## src/rtl/led_pkg.sv

```systemverilog
// Shared definitions for the LED sequencer: pattern codes, controller
// states, rate field width and the step-period helper.
package led_pkg;

    localparam int RATE_W = 2;

    typedef enum logic [1:0] {
        PAT_OFF    = 2'd0,
        PAT_BLINK  = 2'd1,
        PAT_CHASE  = 2'd2,
        PAT_BOUNCE = 2'd3
    } pattern_e;

    typedef enum logic [1:0] {
        ST_IDLE = 2'd0,
        ST_LOAD = 2'd1,
        ST_RUN  = 2'd2
    } state_e;

    // Step period in clock cycles; never zero so fast rates still advance.
    function automatic logic [31:0] step_period(input logic [31:0] clk_freq,
                                                input logic [RATE_W-1:0] rate);
        logic [31:0] p;
        p = clk_freq >> rate;
        return (p == 32'd0) ? 32'd1 : p;
    endfunction

endpackage

```

## src/rtl/led_seq_ctrl_tick_gen.sv

```systemverilog
// Free-running step counter: counts 0..period-1 while enabled and raises
// tick on the cycle whose closing edge wraps it back to 0.
module tick_gen (
    input  logic        clk,
    input  logic        reset,
    input  logic        clear,
    input  logic        enable,
    input  logic [31:0] period,
    output logic        tick
);

    logic [31:0] count;

    // A clear (new command or leaving RUN) suppresses the tick of that cycle.
    assign tick = enable && !clear && (count == (period - 32'd1));

    // Counter: held at zero when cleared or disabled, wraps on tick.
    always_ff @(posedge clk or posedge reset) begin
        if (reset) begin
            count <= 32'd0;
        end else if (clear || !enable || tick) begin
            count <= 32'd0;
        end else begin
            count <= count + 32'd1;
        end
    end

endmodule

```

## src/rtl/led_seq_ctrl.sv

```systemverilog
// LED pattern sequencer. A command (pattern + rate) is taken with a
// valid/ready handshake: the transfer happens on a rising edge where
// cmd_valid and cmd_ready are both 1; cmd_ready drops only for the single
// LOAD cycle that follows an accept, and the payload is sampled on the
// accepting edge. In RUN the LED bank advances one step per tick.
module led_seq_ctrl
    import led_pkg::*;
#(
    parameter int CLK_FREQ = 100000000,
    parameter int NUM_LEDS = 8
) (
    input  logic                clk,
    input  logic                reset,
    input  logic                cmd_valid,
    output logic                cmd_ready,
    input  logic [1:0]          cmd_pattern,
    input  logic [RATE_W-1:0]   cmd_rate,
    output logic [NUM_LEDS-1:0] led,
    output logic                step
);

    state_e              state;
    pattern_e            pat_q;
    logic [RATE_W-1:0]   rate_q;
    logic                dir_up;
    logic                accept;
    logic                tick;
    logic                cnt_clear;
    logic                cnt_enable;
    logic [31:0]         period;
    logic [NUM_LEDS-1:0] init_led;
    logic [NUM_LEDS-1:0] next_led;
    logic                next_dir_up;

    assign accept     = cmd_valid && cmd_ready;
    assign cnt_enable = (state == ST_RUN);
    assign cnt_clear  = accept || (state != ST_RUN);
    assign period     = step_period(32'(CLK_FREQ), rate_q);

    tick_gen u_tick_gen (
        .clk    (clk),
        .reset  (reset),
        .clear  (cnt_clear),
        .enable (cnt_enable),
        .period (period),
        .tick   (tick)
    );

    // Starting LED image for the latched pattern.
    always_comb begin
        init_led = '0;
        case (pat_q)
            PAT_BLINK:              init_led = '1;
            PAT_CHASE, PAT_BOUNCE:  init_led[0] = 1'b1;
            default:                init_led = '0;
        endcase
    end

    // Next LED image and bounce direction for one step of the running pattern.
    always_comb begin
        next_led    = led;
        next_dir_up = dir_up;
        case (pat_q)
            PAT_BLINK: next_led = ~led;
            PAT_CHASE: next_led = {led[NUM_LEDS-2:0], led[NUM_LEDS-1]};
            PAT_BOUNCE: begin
                if (dir_up) begin
                    next_led = led << 1;
                    if (led[NUM_LEDS-2]) next_dir_up = 1'b0;
                end else begin
                    next_led = led >> 1;
                    if (led[1]) next_dir_up = 1'b1;
                end
            end
            default: next_led = '0;
        endcase
    end

    // Controller FSM with registered outputs; an accept always beats a step.
    always_ff @(posedge clk or posedge reset) begin
        if (reset) begin
            state     <= ST_IDLE;
            led       <= '0;
            step      <= 1'b0;
            cmd_ready <= 1'b1;
            dir_up    <= 1'b1;
            rate_q    <= '0;
            pat_q     <= PAT_OFF;
        end else begin
            step <= 1'b0;
            case (state)
                ST_IDLE: begin
                    led <= '0;
                    if (accept) begin
                        pat_q     <= pattern_e'(cmd_pattern);
                        rate_q    <= cmd_rate;
                        cmd_ready <= 1'b0;
                        state     <= ST_LOAD;
                    end
                end
                ST_LOAD: begin
                    led       <= init_led;
                    dir_up    <= 1'b1;
                    cmd_ready <= 1'b1;
                    state     <= (pat_q == PAT_OFF) ? ST_IDLE : ST_RUN;
                end
                ST_RUN: begin
                    if (accept) begin
                        pat_q     <= pattern_e'(cmd_pattern);
                        rate_q    <= cmd_rate;
                        cmd_ready <= 1'b0;
                        state     <= ST_LOAD;
                    end else if (tick) begin
                        led    <= next_led;
                        dir_up <= next_dir_up;
                        step   <= 1'b1;
                    end
                end
                default: begin
                    led       <= '0;
                    cmd_ready <= 1'b1;
                    state     <= ST_IDLE;
                end
            endcase
        end
    end

endmodule

```

## config.mk

```make
export PLATFORM = sky130hd
export DESIGN_NAME = led_seq_ctrl
export DESIGN_NICKNAME = d
export VERILOG_FILES = /design/src/rtl/led_pkg.sv /design/src/rtl/led_seq_ctrl_tick_gen.sv /design/src/rtl/led_seq_ctrl.sv
export SDC_FILE = /design/constraint.sdc
export NUM_CORES = 1
export LEC_CHECK = 0
export ABC_AREA = 0
export CELL_PAD_IN_SITES_DETAIL_PLACEMENT = 1
export CELL_PAD_IN_SITES_GLOBAL_PLACEMENT = 2
export CORE_ASPECT_RATIO = 0.75
export CORE_MARGIN = 5
export CORE_UTILIZATION = 41
export CTS_CLUSTER_DIAMETER = 150
export DETAILED_ROUTE_END_ITERATION = 6
export MAX_ROUTING_LAYER = met4
export PLACE_DENSITY = 0.86
export SYNTH_ARGS = -nofsm -noshare
export SYNTH_HDL_FRONTEND = slang
export SYNTH_HIERARCHICAL = 1
export SYNTH_SLANG_ARGS = --single-unit
```

## constraint.sdc

```tcl
create_clock -name clk -period 11.7 [get_ports clk]
set_clock_uncertainty 0.15 [all_clocks]
set_input_delay 2.34 -clock clk [delete_from_list [all_inputs] [get_ports clk]]
set_output_delay 2.34 -clock clk [all_outputs]
set_load 0.02 [all_outputs]
```

==> impl_results.md <==
* Count of buffer and inverter cells on the critical path at 3
* Number of cells produced by synthesis at 469
* # hold bufs at CTS at 0
* Post-route ant nets at 0
* Die width at approximately 120 um
* Post-layout min period at around 5 ns
* Die area at 11,600 sq um
* Endpoint class of the critical path: register
* Critical path arrival at 5.06 ns
* Sequential element share of the synthesized area at 0.315
* Max Fanout on Critical Path at 33
* Cell with the largest stage delay on the worst path: sky130_fd_sc_hd__or3b_2
* Synthesized cell area at roughly 3900 sq um
* Height of the die at ~94 um
* DRT Pass-1 Iters at 4
* Combinational Power Share at 0.433
* Pwr Density at 154 nW/um^2
* Net load switching power at 287 uW
* WL met1 at 5850 um
* Req. time, crit path at 11.77 ns
* First-pass GRT wire length at 18,200 um
* Met3 WL post-DR at around 330 um
* Type of the worst setup path: reg -> reg
* Maximum level of the CTS H-tree at 2
* Clock network fraction of design power at 0.238
* Buffer count from post-CTS setup fixing at 0
* Critical-path cell list: inv_1, nand2_1, inv_1, or3b_2, nor4_1, xnor2_1, a2111oi_2, nand4_1, a2111oi_4, buf_4, and2_1, a21boi_1, nor2_4, nor3_2, a221o_1
* FFs w/ async S/R, synth at 1.00
* Buffer cell driving the clock tree root: sky130_fd_sc_hd__clkbuf_16
* Result of the run: finished, final reports clean
* Leakage power total at 0.00191 uW
* Max Cap Viol at 0
* Pin count of the biggest net entering global routing at 34
* Routed WL per cell at 16.9 um
* Number of I/O port buffers at 16
* Std-Cell Core Area at around 9200 sq um
* Number of global-route vias before repair at 3,472
* Register bit total from synthesis at 49
* GR Util All Layers at 0.206
* Share of the cycle needed by the critical path after routing at 0.427
* Maximum single-stage delay on the critical path at roughly 0.58 ns
* Sw frac at 0.410
* Initial antenna violation count at 0
* Synthesis Warnings at 6
* Final setup viols at 0
* Count of cells resized by post-cts repair at 0
* Via count of the routed design at 3,506
* Highest Clock Rate at between 200 and 250 MHz
* Fin. Hold Viols at 0
* Number of unique standard cell types used by synthesis at 65
* Int Pwr at 412 uW
* Number of flops mapped to enable cells by yosys at 0
* Worst-case hold slack at 0.369 ns
* Relative slew slack at 0.303
* Layout net count at roughly 550
* Detailed placer's ending HPWL at just under 9000 um
* Post-synthesis area per instance at 8.32 sq um
* Clock tree from TritonCTS: done
* Maximum buffer depth of the clock tree at 2
* DRC violations left at 0
* Synth Flop Type: sky130_fd_sc_hd__dfrtp_1
* Effective utilization at floorplan at 0.426
* Dominant delay contributor by cell family on the critical path: simple AND/OR/NAND/NOR gates
* Worst VDD drop at about 0.000097 V
* Vias/cell at 5.29
* Insertion delay of the later-clocked pin in the worst-skew pair at approximately 0.28 ns
* Number of clock sinks seen by CTS at slightly below 50
* Number of slew-limit violations in the final report at 0
* Number of placement rows at 30
* Portion of total power attributed to sequential cells at 0.329
* Gpl congestion at 0.899
* Clock-pin transition on the worst setup and hold timing paths at 0.06 ns
* Kind of start point of the critical path: register
* Max layer used: met4
* Worst-margin pin slew at 1.04 ns
* Number of buffers created by CTS at 5
* Unrepaired setup endpoints after global routing: false
* Number of placed cells counting well taps at 655
* Overflow left after global routing at 0
* Setup TNS at 0 ns
* Synth-to-Final Area Change at 16.3%
* Count of routing violations after the opening detailed-route iteration at 213
* Library cell appearing most often on the critical path: sky130_fd_sc_hd__inv_1
* Number of ports placed on the die boundary at 17
* Type of the tightest min-delay check: reg -> reg
* Detailed-routed wire length on met2 at 4950 um
* Number of non-filler instances in the completed layout at 663
* Proportion of layout cells with a drive suffix above 1 at 0.0916
* Antenna diode count at 0
* DRT Wirelength at 11,200 um
==> worst min-delay path: stages (launching register included) <==
cell and delay, ns:
sky130_fd_sc_hd__dfstp_2 0.39, sky130_fd_sc_hd__inv_1 0.06, sky130_fd_sc_hd__o22ai_1 0.07
==> cells in the mapped netlist (all sizes together) (6+ instances only) <==
cell | n | area [sq um]
nand2 | 59 | 221
nor2 | 59 | 279
dfrtp | 47 | 1180
xnor2 | 46 | 403
xor2 | 25 | 219
inv | 24 | 90.1
nand3 | 17 | 85.1
o21ai | 15 | 75.1
a21oi | 13 | 65.1
nor3 | 13 | 70.1
nor4 | 13 | 87.6
or4 | 11 | 82.6
and3 | 10 | 62.6
buf | 10 | 68.8
clkbuf | 9 | 33.8
nand4 | 9 | 56.3
ha | 6 | 75.1
nor2b | 6 | 37.5
==> layout by cell type (no fill, tap or decap), drive strengths merged, types with 15 or more instances in the layout <==
cell type,netlist,layout
clkdlybuf4s50,0,16
conb,2,59
dfrtp,47,47
inv,24,24
nand2,59,59
nand3,17,17
nor2,59,59
o21ai,15,15
xnor2,46,46
xor2,25,25
==> state kept, by name (all words and copies together) (netlist names) <==
register and flops:
cmd_ready 1, dir_up 1, led 8, pat_q 2, rate_q 2, state 2, step 1, u_tick_gen/count 32
==> power by group through the flow <==
| stage | Combinational [uW] | Sequential (uW) | Clock (uW) |
|---|---|---|---|
| floorplan | 223 | 219 | 0 |
| global placement | 293 | 230 | 0 |
| detailed placement | 302 | 232 | 0 |
| CTS | 303 | 229 | 170 |
| global route | 332 | 235 | 179 |
| finish | 303 | 230 | 167 |
==> area by class of cell <==
class | instances | area, sq um
clock buffers | 7 | 143
fillers | 1147 | 4620
inverters | 24 | 90.1
clock inverters | 1 | 30.0
well taps | 128 | 160
multi-input cells | 434 | 2700
repair buffers | 20 | 190
flip-flops and latches | 49 | 1230
==> metal layers <==
layer  GRT usage  vias up
li1            -     1709
met1       0.303     1748
met2       0.311       44
met3      0.0251        5
met4      0.0317        0
met5           -        -
==> logic make-up after synthesis <==
group	count (synthesis)	share of synthesized area
flops	49	0.315
simple gates	227	0.309
other cells	2	0.00193
mux	10	0.0311
fa+ha+maj	6	0.0192
xor+xnor	71	0.159
compound gates	61	0.115
buf+inv	43	0.0494
==> worst paths after layout <==
kind	to	start	slack (ns)	cells past startpoint
max in group asynchronous	led[1]$_DFFE_PP0P_	reset	8.56	2
min in group asynchronous	u_tick_gen/count[30]$_DFF_PP0_	reset	2.34	3
min	cmd_ready$_DFFE_PP1P_	cmd_ready$_DFFE_PP1P_	0.37	2
max	led[4]$_DFFE_PP0P_	rate_q[0]$_DFFE_PP0P_	6.71	15
max reg2reg	led[4]$_DFFE_PP0P_	rate_q[0]$_DFFE_PP0P_	6.71	15
min reg2reg	cmd_ready$_DFFE_PP1P_	cmd_ready$_DFFE_PP1P_	0.37	2
==> metrics by stage <==
| step | total power [uW] | util | setup WS [ns] | cell area [sq um] |
|---|---|---|---|---|
| final | 700 | 0.495 | 6.71 | 4540 |
| after global routing | 746 | 0.495 | 6.30 | 4540 |
| after detailed placement | 534 | 0.477 | 6.73 | 4360 |
| after global placement | 523 | 0.477 | 7.02 | 4360 |
| after CTS | 702 | 0.495 | 6.71 | 4540 |
| after floorplan | 442 | - | 7.60 | 4110 |
Note: power is estimated with default switching activity, not from simulation.
